<file path="config.mk">
export PLATFORM = sky130hd
export DESIGN_NAME = histogram_reader_flat
export DESIGN_NICKNAME = d
export VERILOG_FILES = /design/src/rtl/histogram_reader_if.sv /design/src/rtl/histogram_reader.sv /design/src/flat_wrapper.sv
export SDC_FILE = /design/constraint.sdc
export NUM_CORES = 1
export LEC_CHECK = 0
export CAP_MARGIN = 30
export CORE_MARGIN = 2
export CORE_UTILIZATION = 35
export CTS_CLUSTER_SIZE = 25
export DETAILED_ROUTE_END_ITERATION = 10
export GPL_ROUTABILITY_DRIVEN = 0
export PLACE_DENSITY = 0.54
export SLEW_MARGIN = 20
export SYNTH_ARGS = -nofsm -noshare
export SYNTH_HDL_FRONTEND = slang
export SYNTH_SLANG_ARGS = --single-unit
export TNS_END_PERCENT = 50
</file>
<file path="constraint.sdc">
create_clock -name clk -period 6.02 [get_ports clk]
set_clock_uncertainty 0.05 [all_clocks]
set_input_delay 0.903 -clock clk [delete_from_list [all_inputs] [get_ports clk]]
set_output_delay 0.903 -clock clk [all_outputs]
set_load 0.005 [all_outputs]
</file>
<file path="src/rtl/histogram_reader_if.sv">
// Readout link between the histogram engine and its reader: a one-cycle read
// request going out, and two independent X/Y bin streams coming back.
interface histogram_reader_if #(
  parameter int BIN_WIDTH = 9
);
  logic                 readHistogram;
  logic [BIN_WIDTH-1:0] xHistogramOut;
  logic [BIN_WIDTH-1:0] yHistogramOut;
  logic                 xValid;
  logic                 yValid;

  // Reader side: issues the request and consumes both projection streams.
  modport master (
    output readHistogram,
    input  xHistogramOut,
    input  yHistogramOut,
    input  xValid,
    input  yValid
  );

  // Engine side: answers the request with the two streams.
  modport slave (
    input  readHistogram,
    output xHistogramOut,
    output yHistogramOut,
    output xValid,
    output yValid
  );
endinterface

</file>
<file path="src/rtl/histogram_reader.sv">
// Histogram reader: requests one readout of the X/Y projection histograms and
// reduces each stream on the fly to a peak bin plus the first/last bins at or
// above a threshold, giving an object bounding box. No bin storage is kept.
module histogram_reader #(
  parameter int NUM_BINS  = 256,
  parameter int BIN_WIDTH = 9,
  parameter int IDX_WIDTH = 8,
  parameter int TIMEOUT   = 1023
) (
  input  logic                 clk,
  input  logic                 reset,
  input  logic                 startRead,
  input  logic [BIN_WIDTH-1:0] binThreshold,
  histogram_reader_if.master   hist,
  output logic                 busy,
  output logic                 done,
  output logic                 timeoutErr,
  output logic [IDX_WIDTH-1:0] xPeakIdx,
  output logic [IDX_WIDTH-1:0] yPeakIdx,
  output logic [BIN_WIDTH-1:0] xPeakVal,
  output logic [BIN_WIDTH-1:0] yPeakVal,
  output logic [IDX_WIDTH-1:0] xMin,
  output logic [IDX_WIDTH-1:0] xMax,
  output logic [IDX_WIDTH-1:0] yMin,
  output logic [IDX_WIDTH-1:0] yMax,
  output logic                 boxValid
);

  localparam int CNT_W = IDX_WIDTH + 1;
  localparam int TMO_W = $clog2(TIMEOUT + 1);
  localparam logic [CNT_W-1:0] BINS    = CNT_W'(NUM_BINS);
  localparam logic [TMO_W-1:0] TMO_MAX = TMO_W'(TIMEOUT);

  typedef enum logic [1:0] {IDLE, REQ, COLLECT, FINISH} state_t;

  state_t state_q, state_d;

  logic [BIN_WIDTH-1:0] thr_q, thr_d;
  logic [CNT_W-1:0]     xCnt_q, xCnt_d, yCnt_q, yCnt_d;
  logic [BIN_WIDTH-1:0] xRunVal_q, xRunVal_d, yRunVal_q, yRunVal_d;
  logic [IDX_WIDTH-1:0] xRunIdx_q, xRunIdx_d, yRunIdx_q, yRunIdx_d;
  logic [IDX_WIDTH-1:0] xLo_q, xLo_d, xHi_q, xHi_d;
  logic [IDX_WIDTH-1:0] yLo_q, yLo_d, yHi_q, yHi_d;
  logic                 xSeen_q, xSeen_d, ySeen_q, ySeen_d;
  logic [TMO_W-1:0]     tmo_q, tmo_d;

  logic                 err_q, err_d;
  logic                 box_q, box_d;
  logic [IDX_WIDTH-1:0] xPeakIdx_q, xPeakIdx_d, yPeakIdx_q, yPeakIdx_d;
  logic [BIN_WIDTH-1:0] xPeakVal_q, xPeakVal_d, yPeakVal_q, yPeakVal_d;
  logic [IDX_WIDTH-1:0] xMin_q, xMin_d, xMax_q, xMax_d;
  logic [IDX_WIDTH-1:0] yMin_q, yMin_d, yMax_q, yMax_d;

  logic                 startAccept;
  logic                 collecting;
  logic                 xAccept, yAccept;
  logic                 timeoutHit;
  logic [BIN_WIDTH-1:0] xBeat, yBeat;
  logic [IDX_WIDTH-1:0] xIdx, yIdx;

  assign startAccept = (state_q == IDLE) && startRead;
  assign collecting  = (state_q == REQ) || (state_q == COLLECT);
  assign xBeat       = hist.xHistogramOut;
  assign yBeat       = hist.yHistogramOut;
  assign xIdx        = xCnt_q[IDX_WIDTH-1:0];
  assign yIdx        = yCnt_q[IDX_WIDTH-1:0];
  assign xAccept     = collecting && hist.xValid && (xCnt_q < BINS);
  assign yAccept     = collecting && hist.yValid && (yCnt_q < BINS);

  // Streaming reduction: per-axis bin count, running peak, threshold bounds and the idle-gap counter.
  always_comb begin
    thr_d     = thr_q;
    xCnt_d    = xCnt_q;
    yCnt_d    = yCnt_q;
    xRunVal_d = xRunVal_q;
    yRunVal_d = yRunVal_q;
    xRunIdx_d = xRunIdx_q;
    yRunIdx_d = yRunIdx_q;
    xLo_d     = xLo_q;
    xHi_d     = xHi_q;
    yLo_d     = yLo_q;
    yHi_d     = yHi_q;
    xSeen_d   = xSeen_q;
    ySeen_d   = ySeen_q;
    tmo_d     = tmo_q;

    if (startAccept) begin
      thr_d     = binThreshold;
      xCnt_d    = '0;
      yCnt_d    = '0;
      xRunVal_d = '0;
      yRunVal_d = '0;
      xRunIdx_d = '0;
      yRunIdx_d = '0;
      xLo_d     = '0;
      xHi_d     = '0;
      yLo_d     = '0;
      yHi_d     = '0;
      xSeen_d   = 1'b0;
      ySeen_d   = 1'b0;
      tmo_d     = '0;
    end

    if (xAccept) begin
      if (xBeat > xRunVal_q) begin
        xRunVal_d = xBeat;
        xRunIdx_d = xIdx;
      end
      if (xBeat >= thr_q) begin
        if (!xSeen_q) begin
          xLo_d   = xIdx;
          xSeen_d = 1'b1;
        end
        xHi_d = xIdx;
      end
      xCnt_d = xCnt_q + CNT_W'(1);
    end

    if (yAccept) begin
      if (yBeat > yRunVal_q) begin
        yRunVal_d = yBeat;
        yRunIdx_d = yIdx;
      end
      if (yBeat >= thr_q) begin
        if (!ySeen_q) begin
          yLo_d   = yIdx;
          ySeen_d = 1'b1;
        end
        yHi_d = yIdx;
      end
      yCnt_d = yCnt_q + CNT_W'(1);
    end

    if (state_q == COLLECT) begin
      tmo_d = (xAccept || yAccept) ? '0 : tmo_q + TMO_W'(1);
    end
  end

  // Next state: leave COLLECT as soon as the final beat lands or the idle gap runs out.
  always_comb begin
    state_d    = state_q;
    timeoutHit = 1'b0;
    case (state_q)
      IDLE:    if (startRead) state_d = REQ;
      REQ:     state_d = COLLECT;
      COLLECT: begin
        if ((xCnt_d == BINS) && (yCnt_d == BINS)) begin
          state_d = FINISH;
        end else if (tmo_d == TMO_MAX) begin
          state_d    = FINISH;
          timeoutHit = 1'b1;
        end
      end
      FINISH:  state_d = IDLE;
      default: state_d = IDLE;
    endcase
  end

  // Result registers: hold the previous run until the edge into FINISH, then load the reduction.
  always_comb begin
    err_d      = err_q;
    box_d      = box_q;
    xPeakIdx_d = xPeakIdx_q;
    yPeakIdx_d = yPeakIdx_q;
    xPeakVal_d = xPeakVal_q;
    yPeakVal_d = yPeakVal_q;
    xMin_d     = xMin_q;
    xMax_d     = xMax_q;
    yMin_d     = yMin_q;
    yMax_d     = yMax_q;

    if (startAccept) begin
      err_d = 1'b0;
      box_d = 1'b0;
    end
    if (timeoutHit) begin
      err_d = 1'b1;
    end
    if ((state_q == COLLECT) && (state_d == FINISH)) begin
      xPeakIdx_d = xRunIdx_d;
      yPeakIdx_d = yRunIdx_d;
      xPeakVal_d = xRunVal_d;
      yPeakVal_d = yRunVal_d;
      xMin_d     = xSeen_d ? xLo_d : '0;
      xMax_d     = xSeen_d ? xHi_d : '0;
      yMin_d     = ySeen_d ? yLo_d : '0;
      yMax_d     = ySeen_d ? yHi_d : '0;
      box_d      = xSeen_d && ySeen_d;
    end
  end

  // State, reduction and result registers; reset aborts any run and zeroes every output.
  always_ff @(posedge clk or posedge reset) begin
    if (reset) begin
      state_q    <= IDLE;
      thr_q      <= '0;
      xCnt_q     <= '0;
      yCnt_q     <= '0;
      xRunVal_q  <= '0;
      yRunVal_q  <= '0;
      xRunIdx_q  <= '0;
      yRunIdx_q  <= '0;
      xLo_q      <= '0;
      xHi_q      <= '0;
      yLo_q      <= '0;
      yHi_q      <= '0;
      xSeen_q    <= 1'b0;
      ySeen_q    <= 1'b0;
      tmo_q      <= '0;
      err_q      <= 1'b0;
      box_q      <= 1'b0;
      xPeakIdx_q <= '0;
      yPeakIdx_q <= '0;
      xPeakVal_q <= '0;
      yPeakVal_q <= '0;
      xMin_q     <= '0;
      xMax_q     <= '0;
      yMin_q     <= '0;
      yMax_q     <= '0;
    end else begin
      state_q    <= state_d;
      thr_q      <= thr_d;
      xCnt_q     <= xCnt_d;
      yCnt_q     <= yCnt_d;
      xRunVal_q  <= xRunVal_d;
      yRunVal_q  <= yRunVal_d;
      xRunIdx_q  <= xRunIdx_d;
      yRunIdx_q  <= yRunIdx_d;
      xLo_q      <= xLo_d;
      xHi_q      <= xHi_d;
      yLo_q      <= yLo_d;
      yHi_q      <= yHi_d;
      xSeen_q    <= xSeen_d;
      ySeen_q    <= ySeen_d;
      tmo_q      <= tmo_d;
      err_q      <= err_d;
      box_q      <= box_d;
      xPeakIdx_q <= xPeakIdx_d;
      yPeakIdx_q <= yPeakIdx_d;
      xPeakVal_q <= xPeakVal_d;
      yPeakVal_q <= yPeakVal_d;
      xMin_q     <= xMin_d;
      xMax_q     <= xMax_d;
      yMin_q     <= yMin_d;
      yMax_q     <= yMax_d;
    end
  end

  assign hist.readHistogram = (state_q == REQ);
  assign busy       = collecting;
  assign done       = (state_q == FINISH);
  assign timeoutErr = err_q;
  assign boxValid   = box_q;
  assign xPeakIdx   = xPeakIdx_q;
  assign yPeakIdx   = yPeakIdx_q;
  assign xPeakVal   = xPeakVal_q;
  assign yPeakVal   = yPeakVal_q;
  assign xMin       = xMin_q;
  assign xMax       = xMax_q;
  assign yMin       = yMin_q;
  assign yMax       = yMax_q;

endmodule
</file>
<file path="src/flat_wrapper.sv">
// flat-port wrapper written by rule: the top's interface ports become plain ports
module histogram_reader_flat 
#(
  parameter int NUM_BINS  = 256,
  parameter int BIN_WIDTH = 9,
  parameter int IDX_WIDTH = 8,
  parameter int TIMEOUT   = 1023
)
  (clk, reset, startRead, binThreshold, busy, done, timeoutErr, xPeakIdx, yPeakIdx, xPeakVal, yPeakVal, xMin, xMax, yMin, yMax, boxValid, hist_readHistogram, hist_xHistogramOut, hist_yHistogramOut, hist_xValid, hist_yValid);
  histogram_reader_if #(.BIN_WIDTH(BIN_WIDTH)) hist_i ();
  input  logic clk;
  input  logic reset;
  input  logic startRead;
  input  logic [BIN_WIDTH-1:0] binThreshold;
  output logic busy;
  output logic done;
  output logic timeoutErr;
  output logic [IDX_WIDTH-1:0] xPeakIdx;
  output logic [IDX_WIDTH-1:0] yPeakIdx;
  output logic [BIN_WIDTH-1:0] xPeakVal;
  output logic [BIN_WIDTH-1:0] yPeakVal;
  output logic [IDX_WIDTH-1:0] xMin;
  output logic [IDX_WIDTH-1:0] xMax;
  output logic [IDX_WIDTH-1:0] yMin;
  output logic [IDX_WIDTH-1:0] yMax;
  output logic boxValid;
  output wire logic [$bits(hist_i.readHistogram)-1:0] hist_readHistogram;
  input wire logic [$bits(hist_i.xHistogramOut)-1:0] hist_xHistogramOut;
  input wire logic [$bits(hist_i.yHistogramOut)-1:0] hist_yHistogramOut;
  input wire logic [$bits(hist_i.xValid)-1:0] hist_xValid;
  input wire logic [$bits(hist_i.yValid)-1:0] hist_yValid;
  assign hist_readHistogram = hist_i.readHistogram;
  assign hist_i.xHistogramOut = hist_xHistogramOut;
  assign hist_i.yHistogramOut = hist_yHistogramOut;
  assign hist_i.xValid = hist_xValid;
  assign hist_i.yValid = hist_yValid;
  histogram_reader #(.NUM_BINS(NUM_BINS), .BIN_WIDTH(BIN_WIDTH), .IDX_WIDTH(IDX_WIDTH), .TIMEOUT(TIMEOUT)) u_core (.clk(clk), .reset(reset), .startRead(startRead), .binThreshold(binThreshold), .hist(hist_i), .busy(busy), .done(done), .timeoutErr(timeoutErr), .xPeakIdx(xPeakIdx), .yPeakIdx(yPeakIdx), .xPeakVal(xPeakVal), .yPeakVal(yPeakVal), .xMin(xMin), .xMax(xMax), .yMin(yMin), .yMax(yMax), .boxValid(boxValid));
endmodule
</file>
==> results <==
- The run finished with clean final reports.
- 0 antenna diodes ended up in the layout.
- The share of total power consumed by net switching is 36.7%.
- The top-level I/O count is 103.
- The clock drives 175 sinks.
- After clock tree synthesis, the repair step resized 0 gates.
- At the pin with the least slew margin, the transition time is 898 ps.
- Across every metal layer, demand over resource in global routing totals 16.5%.
- The number of antenna violations at the first check in global routing is 0.
- The clock network fraction of total power is 24.9%.
- The final max-slew violation count was 0.
- After the flow finishes, the layout carries non-filler instances totaling 1,232.
- Relative to the synthesized area, the layout overhead comes to 22.7%.
- The combined area of the multi-input logic cells is 3610 um^2.
- The fraction of layout instances using a drive strength above 1 is 10.4%.
- The first detailed-routing pass ran for 7 iterations.
- Once detail routing completed, the nets flagged for antenna violations numbered 0.
- In the final design database the tool counted 976 nets.
- The synthesized netlist contains 61 unique library cells.
- Dividing the detail-routed wire length by the instance count gives 16.6 um.
- During synthesis, Yosys emitted a total of 0 warnings.
- The synthesized cell area is 8460 um^2.
- The placeable core region is 23,600 um^2.
- The clock insertion delay at the later pin of the skew report is 430 ps.
- The worst setup slack after layout is 1920 ps.
- For this design the ratio of total power to cell area is 434 nW/um^2.
- The floorplan die area is 25,400 um^2.
- The logic gate share of total power is 38.8%.
- Internal power comes to 0.00285 W.
- Dividing the synthesized area by the synthesized cell count gives 10.4 um^2.
- The worst pin sits at a relative slew slack of 40.1%.
- The count of endpoints failing hold in the final timing report is 0.
- Dividing the detail-routed via count by the number of cells gives 5.01.
- Counting flops with a built-in enable in the synthesized netlist gives 0.
- The highest clock rate is 0.244 GHz.
- The number of hold buffers added after CTS is 0.
- In this run the number of H-tree levels came out at 4.
- The iteration-0 DRC count of the detailed router is 351.
- The number of global-route vias before repair was 6,221.
- Measured along the x axis, the die boundary spans 159 um.
- The max-cap check violation count is 0.
- Registers are responsible for 36.3% of the overall power.
- Synthesis inferred 175 register bits.
- The required time reported for the critical path endpoint is 6280 ps.
- Synthesis produced 810 cells.
- The largest total area in the synthesized netlist belongs to dfrtp_1.
- After global routing the overflow that remains totals 0.
- Along the worst path, the maximum fanout reaches 38.
- The first global-routing pass estimated 33,500 um of wire.
- Entering global routing, the biggest net connects 73 pins.
- The number of nets in the synthesized netlist is 886.
- The placement row count is 56.
- Detailed routing inserted a total of 6,168 vias.
- The sum of routed wire length over all layers is 20,400 um.
- The total of buffers placed on input and output ports is 102.
- The number of filler instances in the final layout is 2,264.
- Counting the buffers created by CTS gives 17.
- VDD sags by at most 0.000245 V.
- The largest buffer count on any clock path is 2.
- Setup violations remaining at the end of the flow were counted as 0.
- The fraction of registers with async set/reset is 100%.
- Counting tap cells, the placed design contains a total of 1,199 instances.
- The library cell used as clock root buffer is clkbuf_16.
- The area taken by flip-flops and latches is 4380 um^2.
- The TritonCTS clock tree is yes.
- The dominant register cell in the synthesized netlist is dfrtp_1.
- STA classifies the critical path startpoint as an input port.
- The half-perimeter wire length after detailed placement is 14,400 um.
- The sequential fraction of the synthesis area is 51.8%.
- The number of remaining DRC errors is 0.
- The switching power total is 0.00165 W.
- The initial core utilization is 35.8%.
- The static leakage is 4.85 nW.
- The overall power of the completed layout is 0.00451 W.
- Adding up every negative setup slack in the final design gives 0 ps.
- Dividing the final minimum period by the clock period gives 68.0%.
- The top cell type by area accounts for 51.8% of the synthesized area.
- The path class of the tightest hold or removal check is flop to flop.
- The endpoint class of the critical path is a flop.
- The die is 159 um tall.
- For the finished layout, the period the worst path requires is 4100 ps.
- The data arrival time of the critical path is 4360 ps.
- Buffers added to address setup during post-CTS repair amount to 0.
- After synthesis, the cell types taking the most area are dfrtp_1, ha_1, mux2_2, nand2_1, inv_1.
- The clock-pin slew of the registers on the worst-case setup and hold paths is 70 ps.
- In this run the register-to-register setup slack is 1970 ps.
- Prior to clock tree synthesis, the placed netlist has a worst setup slack of 1370 ps.
- Setup repair after global routing left no endpoint under its margin.
- By startpoint and endpoint, the worst setup path is classified as input port to flop.
## cells in the final DEF (no fill, tap or decap), drive strengths merged, types with 3 or more instances in the layout
| master | Yosys | layout |
|---|---|---|
| and2 | 3 | 3 |
| a21o | 6 | 6 |
| o21ai | 51 | 51 |
| a22oi | 18 | 18 |
| o31ai | 21 | 21 |
| nor3 | 6 | 6 |
| ha | 44 | 44 |
| buf | 18 | 11 |
| nand2b | 4 | 4 |
| or4 | 4 | 4 |
| a21oi | 13 | 13 |
| nand3 | 34 | 34 |
| mux2i | 19 | 19 |
| nor2 | 44 | 44 |
| clkbuf | 24 | 20 |
| mux2 | 50 | 50 |
| or3 | 5 | 5 |
| nand4 | 10 | 10 |
| o311ai | 3 | 3 |
| a22o | 3 | 3 |
| o211ai | 11 | 11 |
| nor2b | 10 | 10 |
| nand2 | 107 | 107 |
| inv | 68 | 73 |
| a31oi | 26 | 26 |
| clkinv | 0 | 3 |
| dfrtp | 175 | 175 |
| o22ai | 3 | 3 |
| clkdlybuf4s50 | 0 | 102 |
## layer usage
metal,routed length (um),share of wire (%),up-vias,global-route usage [%]
met1,10100,50,2990,23.4
met3,674,3.3,19,3.00
met2,9290,46,127,25.7
met4,303,1.5,0,4.83
met5,0,0,-,0
li1,-,-,3032,-
## worst max-delay path: stages
cell	delay (ps)
clkdlybuf4s50_1	560
nand2_2	460
buf_4	420
nand2_1	180
o21ai_0	160
nor4b_2	330
nand4_1	290
a31oi_4	250
buf_4	390
mux2_2	380
## synthesized netlist by cell type, drive strengths merged, types with 2 or more instances
cell type  count
and4           2
nor2          44
mux2          50
o311ai         3
a21oi         13
and2           3
o41ai          2
nand3         34
ha            44
nand2        107
nor3           6
o21ai         51
a22oi         18
or3            5
nand2b         4
a2bb2oi        2
buf           18
and3b          2
or4            4
nor2b         10
a22o           3
and3           2
a31oi         26
inv           68
o31a           2
o31ai         21
mux2i         19
a2111oi        2
nand4         10
clkbuf        24
o211ai        11
a21o           6
dfrtp        175
o22ai          3
nand3b         2
## layout make-up
| cell class | instances | area share, % |
|---|---|---|
| repair buffers | 113 | 10.9 |
| clock inverters | 12 | 1.45 |
| inverters | 68 | 2.51 |
| flip-flops and latches | 175 | 42.2 |
| well taps | 319 | 3.84 |
| clock buffers | 20 | 4.30 |
| multi-input cells | 525 | 34.8 |
## per-stage QoR
stage	utilization (%)	instance area, um^2	hold slack, ps
after floorplan	-	8460	402
after global placement	41.2	9720	416
after detailed placement	41.4	9780	417
after CTS	43.9	10400	432
after global routing	44.0	10400	454
final	44.0	10400	424
## power groups by stage
| stage | Sequential, W | Clock, W | Combinational, W |
|---|---|---|---|
| 3_5_place_dp | 0.00166 | 0 | 0.00176 |
| 2_1_floorplan | 0.00157 | 0 | 0.00135 |
| 5_1_grt | 0.00167 | 0.00120 | 0.00198 |
| 3_3_place_gp | 0.00165 | 0 | 0.00173 |
| 6_report | 0.00164 | 0.00112 | 0.00175 |
| 4_1_cts | 0.00164 | 0.00115 | 0.00177 |
## kinds of logic after synthesis
group | Yosys count | synth area share, %
DFF | 175 | 51.8
buffers and inverters | 110 | 5.89
AOI/OAI and AO/OA | 170 | 13.5
adders and majority gates | 44 | 6.51
and+or+nand+nor | 240 | 13.3
muxes | 69 | 8.90
xor gates and xnor gates | 2 | 0.207
## sequential cells by signal, summed over array words and instances, names as in the netlist, 2 cells and up
| register | count |
|---|---|
| u_core.yLo_q | 8 |
| u_core.yPeakVal | 9 |
| u_core.yMax | 8 |
| u_core.yPeakIdx | 8 |
| u_core.xCnt_q | 9 |
| u_core.xLo_q | 8 |
| u_core.tmo_q | 10 |
| u_core.xMax | 8 |
| u_core.yRunVal_q | 9 |
| u_core.yMin | 8 |
| u_core.xMin | 8 |
| u_core.xPeakVal | 9 |
| u_core.xRunVal_q | 9 |
| u_core.xHi_q | 8 |
| u_core.xRunIdx_q | 8 |
| u_core.yHi_q | 8 |
| u_core.yCnt_q | 9 |
| u_core.yRunIdx_q | 8 |
| u_core.thr_q | 9 |
| u_core.xPeakIdx | 8 |
| u_core.state_q | 2 |
## worst paths after layout
kind                                   start            endpoint  depth (start not counted)
setup / recovery                   startRead  u_core.yPeakIdx[4]                         10
hold / removal                u_core.yMax[3]      u_core.yMax[3]                          2
setup reg to reg           u_core.state_q[0]  u_core.yPeakIdx[4]                         10
hold reg to reg               u_core.yMax[3]      u_core.yMax[3]                          2
max in group asynchronous              reset    u_core.yCnt_q[8]                          3
min in group asynchronous              reset  u_core.xPeakVal[6]                          2
Note: power is estimated with default switching activity, not from simulation.
